===== config.mk =====
export PLATFORM = sky130hd
export DESIGN_NAME = button_event_arbiter
export DESIGN_NICKNAME = d
export VERILOG_FILES = /design/src/rtl/button_evt_pkg.sv /design/src/rtl/button_event_tracker.sv /design/src/rtl/button_event_arbiter.sv
export SDC_FILE = /design/constraint.sdc
export NUM_CORES = 1
export LEC_CHECK = 0
export ABC_AREA = 1
export ABC_CLOCK_PERIOD_IN_PS = 8060
export BUFFER_PORTS_ARGS = -buffer_cell sky130_fd_sc_hd__buf_2
export CAP_MARGIN = 40
export CORE_UTILIZATION = 57
export DETAILED_ROUTE_END_ITERATION = 7
export HOLD_SLACK_MARGIN = 0.03
export PLACE_DENSITY_LB_ADDON = 0.08
export SYNTH_ARGS = -nofsm -noshare
export SYNTH_HDL_FRONTEND = slang
export SYNTH_SLANG_ARGS = --single-unit
export TNS_END_PERCENT = 1

===== constraint.sdc =====
create_clock -name clk -period 8.06 [get_ports clk]
set_input_delay 1.209 -clock clk [delete_from_list [all_inputs] [get_ports clk]]
set_output_delay 1.209 -clock clk [all_outputs]
set_load 0.03 [all_outputs]

===== src/rtl/button_evt_pkg.sv =====
// rtl/button_evt_pkg.sv - event type encoding and pending-flag merge helper for the button event arbiter
package button_evt_pkg;

    typedef logic [1:0] evt_type_t;

    localparam evt_type_t EVT_NONE    = 2'b00;
    localparam evt_type_t EVT_PRESS   = 2'b01;
    localparam evt_type_t EVT_RELEASE = 2'b10;
    localparam evt_type_t EVT_LONG    = 2'b11;

    // Arbitration sees flag|set, so a clear consumes the stored flag if present,
    // otherwise the same-cycle set; a new set on top of a consumed flag survives.
    function automatic logic merge_flag(input logic flag, input logic set, input logic clr);
        return clr ? (flag & set) : (flag | set);
    endfunction

endpackage


===== src/rtl/button_event_tracker.sv =====
// rtl/button_event_tracker.sv - per-button edge detect, hold counter and press/release/long pending flags
module button_event_tracker
    import button_evt_pkg::*;
#(
    parameter int LONG_PRESS_CYCLES = 50_000_000
) (
    input  logic clk,
    input  logic reset,
    input  logic level,
    input  logic clr_p,
    input  logic clr_r,
    input  logic clr_l,
    output logic pend_p,
    output logic pend_r,
    output logic pend_l,
    output logic overrun
);

    localparam int CNT_W = (LONG_PRESS_CYCLES > 2) ? $clog2(LONG_PRESS_CYCLES) : 1;
    localparam logic [CNT_W-1:0] CNT_LAST = CNT_W'(LONG_PRESS_CYCLES - 1);
    localparam logic [CNT_W-1:0] CNT_ARM  = CNT_W'(LONG_PRESS_CYCLES - 2);

    logic             prev;
    logic             flag_p, flag_r, flag_l;
    logic [CNT_W-1:0] cnt;
    logic             rise, fall, set_l;

    assign rise  = level & ~prev;
    assign fall  = ~level & prev;
    // Fires on the step into CNT_LAST; saturation then keeps it to one LONG per press.
    assign set_l = level & ~rise & (cnt == CNT_ARM);

    assign pend_p = flag_p | rise;
    assign pend_r = flag_r | fall;
    assign pend_l = flag_l | set_l;

    assign overrun = (rise  & flag_p & ~clr_p)
                   | (fall  & flag_r & ~clr_r)
                   | (set_l & flag_l & ~clr_l);

    always_ff @(posedge clk or negedge reset) begin
        if (!reset) begin
            prev   <= 1'b0;
            flag_p <= 1'b0;
            flag_r <= 1'b0;
            flag_l <= 1'b0;
            cnt    <= '0;
        end else begin
            prev   <= level;
            flag_p <= merge_flag(flag_p, rise, clr_p);
            flag_r <= merge_flag(flag_r, fall, clr_r);
            flag_l <= merge_flag(flag_l, set_l, clr_l);
            if (rise || fall) begin
                cnt <= '0;
            end else if (level && cnt != CNT_LAST) begin
                cnt <= cnt + 1'b1;
            end
        end
    end

endmodule


===== src/rtl/button_event_arbiter.sv =====
// rtl/button_event_arbiter.sv - round-robin merge of per-button press/release/long events onto one valid/ready port
module button_event_arbiter
    import button_evt_pkg::*;
#(
    parameter int NUM_BTN           = 4,
    parameter int LONG_PRESS_CYCLES = 50_000_000,
    parameter int IDX_W             = $clog2(NUM_BTN)
) (
    input  logic               clk,
    input  logic               reset,
    input  logic [NUM_BTN-1:0] btn_level,
    output logic               evt_valid,
    input  logic               evt_ready,
    output logic [IDX_W-1:0]   evt_btn,
    output logic [1:0]         evt_type,
    output logic               overrun
);

    logic [NUM_BTN-1:0] pend_p, pend_r, pend_l, eligible;
    logic [NUM_BTN-1:0] clr_p, clr_r, clr_l, ovr;
    logic [IDX_W-1:0]   rr, win, rr_next;
    logic               found, load;
    evt_type_t          sel_type;

    for (genvar g = 0; g < NUM_BTN; g++) begin : g_btn
        button_event_tracker #(
            .LONG_PRESS_CYCLES(LONG_PRESS_CYCLES)
        ) u_tracker (
            .clk    (clk),
            .reset  (reset),
            .level  (btn_level[g]),
            .clr_p  (clr_p[g]),
            .clr_r  (clr_r[g]),
            .clr_l  (clr_l[g]),
            .pend_p (pend_p[g]),
            .pend_r (pend_r[g]),
            .pend_l (pend_l[g]),
            .overrun(ovr[g])
        );
    end

    assign eligible = pend_p | pend_r | pend_l;
    assign load     = !evt_valid || evt_ready;

    always_comb begin
        int idx;
        idx      = 0;
        found    = 1'b0;
        win      = '0;
        sel_type = EVT_RELEASE;
        clr_p    = '0;
        clr_r    = '0;
        clr_l    = '0;
        for (int k = 0; k < NUM_BTN; k++) begin
            idx = int'(rr) + k;
            if (idx >= NUM_BTN) idx = idx - NUM_BTN;
            if (!found && eligible[idx]) begin
                found = 1'b1;
                win   = IDX_W'(idx);
            end
        end
        if (pend_p[win])      sel_type = EVT_PRESS;
        else if (pend_l[win]) sel_type = EVT_LONG;
        if (load && found) begin
            clr_p[win] = (sel_type == EVT_PRESS);
            clr_l[win] = (sel_type == EVT_LONG);
            clr_r[win] = (sel_type == EVT_RELEASE);
        end
        rr_next = (win == IDX_W'(NUM_BTN - 1)) ? '0 : win + 1'b1;
    end

    always_ff @(posedge clk or negedge reset) begin
        if (!reset) begin
            evt_valid <= 1'b0;
            evt_btn   <= '0;
            evt_type  <= EVT_NONE;
            overrun   <= 1'b0;
            rr        <= '0;
        end else begin
            overrun <= |ovr;
            if (load) begin
                evt_valid <= found;
                if (found) begin
                    evt_btn  <= win;
                    evt_type <= sel_type;
                    rr       <= rr_next;
                end
            end
        end
    end

endmodule


==> results of run 1 <==
worst max-delay path by stage:
stage | depth (start not counted) | endpoint | startpoint
after CTS | 21 | overrun$_DFF_PN0_ | btn_level[2]
after global routing | 19 | overrun$_DFF_PN0_ | btn_level[2]
after floorplan | 20 | overrun$_DFF_PN0_ | btn_level[2]
final | 21 | overrun$_DFF_PN0_ | btn_level[2]
after global placement | 21 | overrun$_DFF_PN0_ | btn_level[2]
after detailed placement | 21 | overrun$_DFF_PN0_ | btn_level[2]
flip-flops by register name (all words and copies together) (netlist names):
signal and count:
evt_btn 2, evt_type 2, evt_valid 1, g_btn.u_tracker.cnt 104, g_btn.u_tracker.flag_l 4, g_btn.u_tracker.flag_p 4, g_btn.u_tracker.flag_r 4, g_btn.u_tracker.prev 4
overrun 1, rr 2
per-layer routing:
| metal | global-route usage [%] | vias to the layer above | share of wire (%) |
|---|---|---|---|
| li1 | - | 3450 | - |
| met1 | 33.9 | 3068 | 48 |
| met2 | 42.3 | 94 | 47 |
| met3 | 5.31 | 25 | 3.0 |
| met4 | 8.65 | 0 | 1.8 |
| met5 | 0 | - | 0 |
per-stage QoR:
step	setup WS, ns	area, sq um
final	4.43	8610
after detailed placement	4.01	7970
after CTS	4.46	8610
after global routing	4.09	8610
after global placement	4.14	7970
after floorplan	4.57	7720
worst max-delay path, stage by stage:
cell,delay [ns]
buf_2,0.12
ha_1,0.20
nor2_1,0.14
inv_1,0.07
nor3_1,0.24
nand4_1,0.19
nand3_2,0.14
nand2_4,0.08
nor2_4,0.19
nand3_4,0.12
nand2_8,0.12
nand2_8,0.08
inv_1,0.11
ha_1,0.16
inv_1,0.04
nor2_1,0.21
nand3_1,0.15
nand2_1,0.09
nand3_1,0.07
nor2_1,0.13
nand2_1,0.06
cells in the mapped netlist, types with 16 or more instances:
master,count,share of area (%)
nand4_1,27,2.2
a21oi_1,75,4.9
inv_1,158,7.7
nand3_1,54,3.5
o21ai_0,76,4.9
nand2_1,173,8.4
inv_2,16,0.78
nor2_1,146,7.1
nor3_1,38,2.5
nand2_2,17,1.4
dfrtp_1,128,41
ha_1,24,3.9
kinds of logic after synthesis:
| family | Yosys count | share of synthesized area [%] |
|---|---|---|
| AND/OR/NAND/NOR | 514 | 31.9 |
| AO/OA/AOI/OAI | 188 | 13.5 |
| buffers and inverters | 187 | 9.17 |
| flip-flops | 128 | 41.5 |
| adder cells (fa/ha/maj) | 24 | 3.89 |
| XOR/XNOR | 1 | 0.113 |
layout make-up:
type,instances,share of cell area (%)
multi-input combinational,727,44.2
clock buffer,22,5.39
clock inverter,10,2.12
tap,176,2.56
inverter,176,7.70
sequential,128,37.2
timing repair buffer,13,0.857
power by group through the flow:
stage | Clock, mW | Sequential, mW | Combinational, mW
final | 0.848 | 0.727 | 0.569
after detailed placement | 0 | 0.738 | 0.562
after CTS | 0.863 | 0.727 | 0.567
after global placement | 0 | 0.738 | 0.559
after global routing | 0.891 | 0.733 | 0.638
after floorplan | 0 | 0.742 | 0.419
==> results_dict.tcl, run 1 <==
set metrics [dict create \
    status "completed" \
    ioPinCount 13 \
    path_class "primary input to register" \
    ys.flop_type "dfrtp_1" \
    fin_nets 1094 \
    worst_r2r_path_depth 21 \
    num-fill-cells 1195 \
    ant_nets 0 \
    path_clk_slew_ns 0.06 \
    async_reset_ff_share_pct 100 \
    seqCellArea_sq_mm 0.00320 \
    switching_share_pct 34.0 \
    via_per_inst 5.30 \
    min_from "g_btn[1].u_tracker.cnt[25]$_DFFE_PN0P_" \
    drc 0 \
    setup_tns_ns 0 \
    final-max-slew-violation-count 0 \
    grt_antenna_before_repair 0 \
    max_cap_viol_count 0 \
    syn_to_final_growth_pct 11.6 \
    final_common_cell "nand2_1" \
    multiInputGateArea_sq_mm 0.00381 \
    htreeDepth 4 \
    drt_wl_total_um 16400 \
    ys_types 46 \
    grt_pass1_vias 6414 \
    start_kind "primary input" \
    fp.dieW_um 118 \
    synth_area_sq_mm 0.00772 \
    fin_crit_sh_pct 45.0 \
    required_ns 8.37 \
    clock_power_share_pct 39.6 \
    numCtsBuffers 17 \
    period_needed_ns 3.63 \
    relSlewSlack_pct 43.2 \
    final_core_util_pct 65.1 \
    cts_sinks 128 \
    drtIter0Drc 491 \
    dpl.cell_count 1220 \
    cp.arrival_ns 3.93 \
    cts_setup_buffers 0 \
    cts_tree "done" \
    grt.total_usage_pct 25.8 \
    io_buffers 12 \
    hold_slack_ns 0.461 \
    leakagePower_nw 3.75 \
    end_kind "register" \
    die_y_um 118 \
    combPwrFrac_pct 26.5 \
    instances_no_fill 1252 \
    hold_class "register to register" \
    fmax_mhz 276 \
    clock_skew_ns 0.0110 \
    std_cell_rows 42 \
    synth.yosys.seq_area_share_pct 41.5 \
    avgRoutedWirePerCell_um 13.1 \
    r2r-end "overrun$_DFF_PN0_" \
    postSynthCellCount 1042 \
    layout-drive-gt1-share_pct 10.9 \
    power.switching_uw 729 \
    postSynthAreaPerCell_sq_um 7.41 \
    synth_edf_count 0 \
    intPower_mw 1.42 \
    ys_ff_latch 128 \
    place_congestion 0.887 \
    power_density_mw_per_mm2 249 \
    grt_max_degree 69 \
    vias 6637 \
    whs_endpoint "g_btn[1].u_tracker.cnt[25]$_DFFE_PN0P_" \
    cts_root_buf "clkbuf_16" \
    timing.rr.start "g_btn[2].u_tracker.prev$_DFF_PN0_" \
    cts_resized 0 \
    hold_buffers 0 \
    grt_pass1_wl_um 29200 \
    grt-ovfl-total 0 \
    setup_violations 0 \
    clock_path_buffers 2 \
    worst-path-max-fanout 9 \
    final_cell_mix "nand2_1 (173), inv_1 (158), nor2_1 (146), dfrtp_1 (128), o21ai_0 (76)" \
    start_util_pct 58.3 \
    total_power_mw 2.14 \
    die_area_sq_mm 0.0140 \
    r2r_slack_ns 4.95 \
    power.share.sequential_pct 33.9 \
    hold_depth 1 \
    dp_hpwl_um 11600 \
    syn-num-nets 1073 \
    yosysWarnings 0 \
    peakVddDrop_mv 0.177 \
    hold_viol 0 \
    rsz0062_at_grt "no" \
    diodes 0 \
    worst_slew_pin_slew_ns 0.852 \
    core-area_sq_mm 0.0132 \
    clock_latency_ns 0.42 \
    dr.pass1.iters 5 \
]
Power figures use the tool's default switching activity.
==> inputs of run 2 (changes only) <==
--- a/config.mk
+++ b/config.mk
@@ -6,7 +6,7 @@
 export NUM_CORES = 1
 export LEC_CHECK = 0
 export ABC_AREA = 1
-export ABC_CLOCK_PERIOD_IN_PS = 8060
+export ABC_CLOCK_PERIOD_IN_PS = 3000
 export BUFFER_PORTS_ARGS = -buffer_cell sky130_fd_sc_hd__buf_2
 export CAP_MARGIN = 40
 export CORE_UTILIZATION = 57
==> constraint.sdc (replaced) <==
create_clock -name clk -period 3 [get_ports clk]
set_input_delay 0.45 -clock clk [delete_from_list [all_inputs] [get_ports clk]]
set_output_delay 0.45 -clock clk [all_outputs]
set_load 0.03 [all_outputs]
==> results_dict.tcl, run 2 (synthesis results as in run 1) <==
set metrics [dict create \
    setup_violations 0 \
    grt.total_usage_pct 25.5 \
    numCtsBuffers 17 \
    grt_max_degree 77 \
    relSlewSlack_pct 52.9 \
    placed_area_sq_mm 0.00836 \
    final_common_cell "nand2_1" \
    required_ns 3.31 \
    max_cap_viol_count 0 \
    hold_class "primary input to async pin" \
    core-area_sq_mm 0.0132 \
    worst_slew_pin_slew_ns 0.706 \
    stdcell_area_sq_mm 0.00920 \
    num-fill-cells 1095 \
    hold_viol 0 \
    fin_nets 1155 \
    hold_slack_ns 0.0326 \
    status "completed" \
    ioPinCount 13 \
    grt_antenna_before_repair 0 \
    place_congestion 0.915 \
    cp.arrival_ns 3.19 \
    dp_hpwl_um 12000 \
    clock_skew_ns 0.00822 \
    ant_nets 0 \
    worst_r2r_path_depth 21 \
    diodes 0 \
    cts_tree "done" \
    die_area_sq_mm 0.0140 \
    start_kind "register" \
    htreeDepth 4 \
    r2r-end "overrun$_DFF_PN0_" \
    path_class "register to register" \
    final_core_util_pct 69.4 \
    peakVddDrop_mv 0.582 \
    grt_pass1_wl_um 29100 \
    layout-drive-gt1-share_pct 19.0 \
    via_per_inst 5.25 \
    clock_path_buffers 2 \
    period_needed_ns 2.88 \
    drtIter0Drc 442 \
    die_y_um 118 \
    leakagePower_nw 4.03 \
    io_buffers 12 \
    setup_tns_ns 0 \
    largest_register_ff_count 104 \
    vias 6880 \
    drt_wl_total_um 17100 \
    path_clk_slew_ns 0.06 \
    avgRoutedWirePerCell_um 13.0 \
    cts_root_buf "clkbuf_16" \
    drc 0 \
    fin_crit_sh_pct 96.1 \
    dr.pass1.iters 5 \
    end_kind "register" \
    syn_to_final_growth_pct 19.1 \
    top_register "g_btn.u_tracker.cnt" \
    timing.rr.start "g_btn[1].u_tracker.prev$_DFF_PN0_" \
    r2r_slack_ns 0.12 \
    start_util_pct 58.3 \
    rsz0062_at_grt "yes" \
    grt-ovfl-total 0 \
    final-max-slew-violation-count 0 \
    worst-path-max-fanout 7 \
    grt_pass1_vias 6453 \
    fmax_mhz 347 \
    std_cell_rows 42 \
    total_power_mw 6.16 \
    power_density_mw_per_mm2 669 \
    cts_sinks 128 \
    final_cell_mix "nand2_1 (166), inv_1 (153), nor2_1 (133), dfrtp_1 (128), o21ai_0 (76)" \
    fp.dieW_um 118 \
    clock_latency_ns 0.42 \
]
[run 2: changes by cell type in the layout (fill, tap and decap cells not counted), sizes merged]
cell      before  now
buf           13   73
bufinv         5    2
clkinvlp       3    1
clkbuf        22   23
clkinv         3    4
nand2        198  199
[run 2: repair_timing]
item | in CTS | in global routing
cloned | 0 | 1
endpoints found under the setup margin | 3 | 15
resized for setup | 2 | 51
hold buffers | 0 | 0
pin swaps | 0 | 21
setup buffers | 0 | 9
[run 2: worst max-delay path by stage]
stage,from,to,slack [ns],cells past startpoint
after CTS,g_btn[3].u_tracker.prev$_DFF_PN0_,overrun$_DFF_PN0_,0.01,19
after floorplan,btn_level[2],overrun$_DFF_PN0_,0.27,20
after global placement,btn_level[3],overrun$_DFF_PN0_,-0.13,21
final,g_btn[1].u_tracker.prev$_DFF_PN0_,overrun$_DFF_PN0_,0.12,21
after detailed placement,btn_level[3],overrun$_DFF_PN0_,-0.24,21
after global routing,g_btn[1].u_tracker.prev$_DFF_PN0_,overrun$_DFF_PN0_,-0.09,19
[run 2: routing by layer]
metal | global-route usage [%] | vias up | share of wire [%] | routed length (um)
met2 | 41.1 | 107 | 47 | 8050
li1 | - | 3563 | - | -
met5 | 0 | - | 0 | 0
met3 | 5.74 | 18 | 3.1 | 537
met1 | 34.9 | 3192 | 48 | 8260
met4 | 6.01 | 0 | 1.3 | 217
[run 2: area by class of cell]
class                      count  area, sq um  area share (%)
clock buffer                  23          488            5.31
inverter                     176          668            7.27
clock inverter                 6         82.6           0.898
tap                          176          220            2.39
sequential                   128         3200            34.8
multi-input combinational    728         4000            43.5
timing repair buffer          73          537            5.84
[run 2: through the flow]
step	std cells	setup slack (ns)
6_report	1310	0.118
5_1_grt	1310	-0.0925
4_1_cts	1300	0.0143
3_5_place_dp	1271	-0.244
3_3_place_gp	1271	-0.129
2_1_floorplan	1042	0.270
[run 2: power by group]
| part | leakage, nW | total (mW) | internal (mW) | switching [mW] |
|---|---|---|---|---|
| clock | 0.281 | 2.02 | 1.29 | 0.724 |
| combinational | 2.03 | 2.20 | 0.838 | 1.37 |
| sequential | 1.72 | 1.94 | 1.84 | 0.0910 |
| total | 4.03 | 6.16 | 3.97 | 2.18 |
[run 2: critical path, stage by stage, from the launching register on]
cell and delay (ns):
dfrtp_1 0.37, inv_1 0.05, ha_1 0.20, nor2_2 0.12, inv_2 0.07, nor3_4 0.16, nand4_1 0.20, nand3_1 0.14
nand2_1 0.10, nor2_4 0.20, nand2_2 0.10, nand2_2 0.10, o21ai_4 0.06, buf_4 0.15, nand3_4 0.10, nand2_4 0.11
inv_6 0.11, nand2_1 0.06, nand2_1 0.06, nand3_1 0.12, nor2_2 0.14, nand2_1 0.05
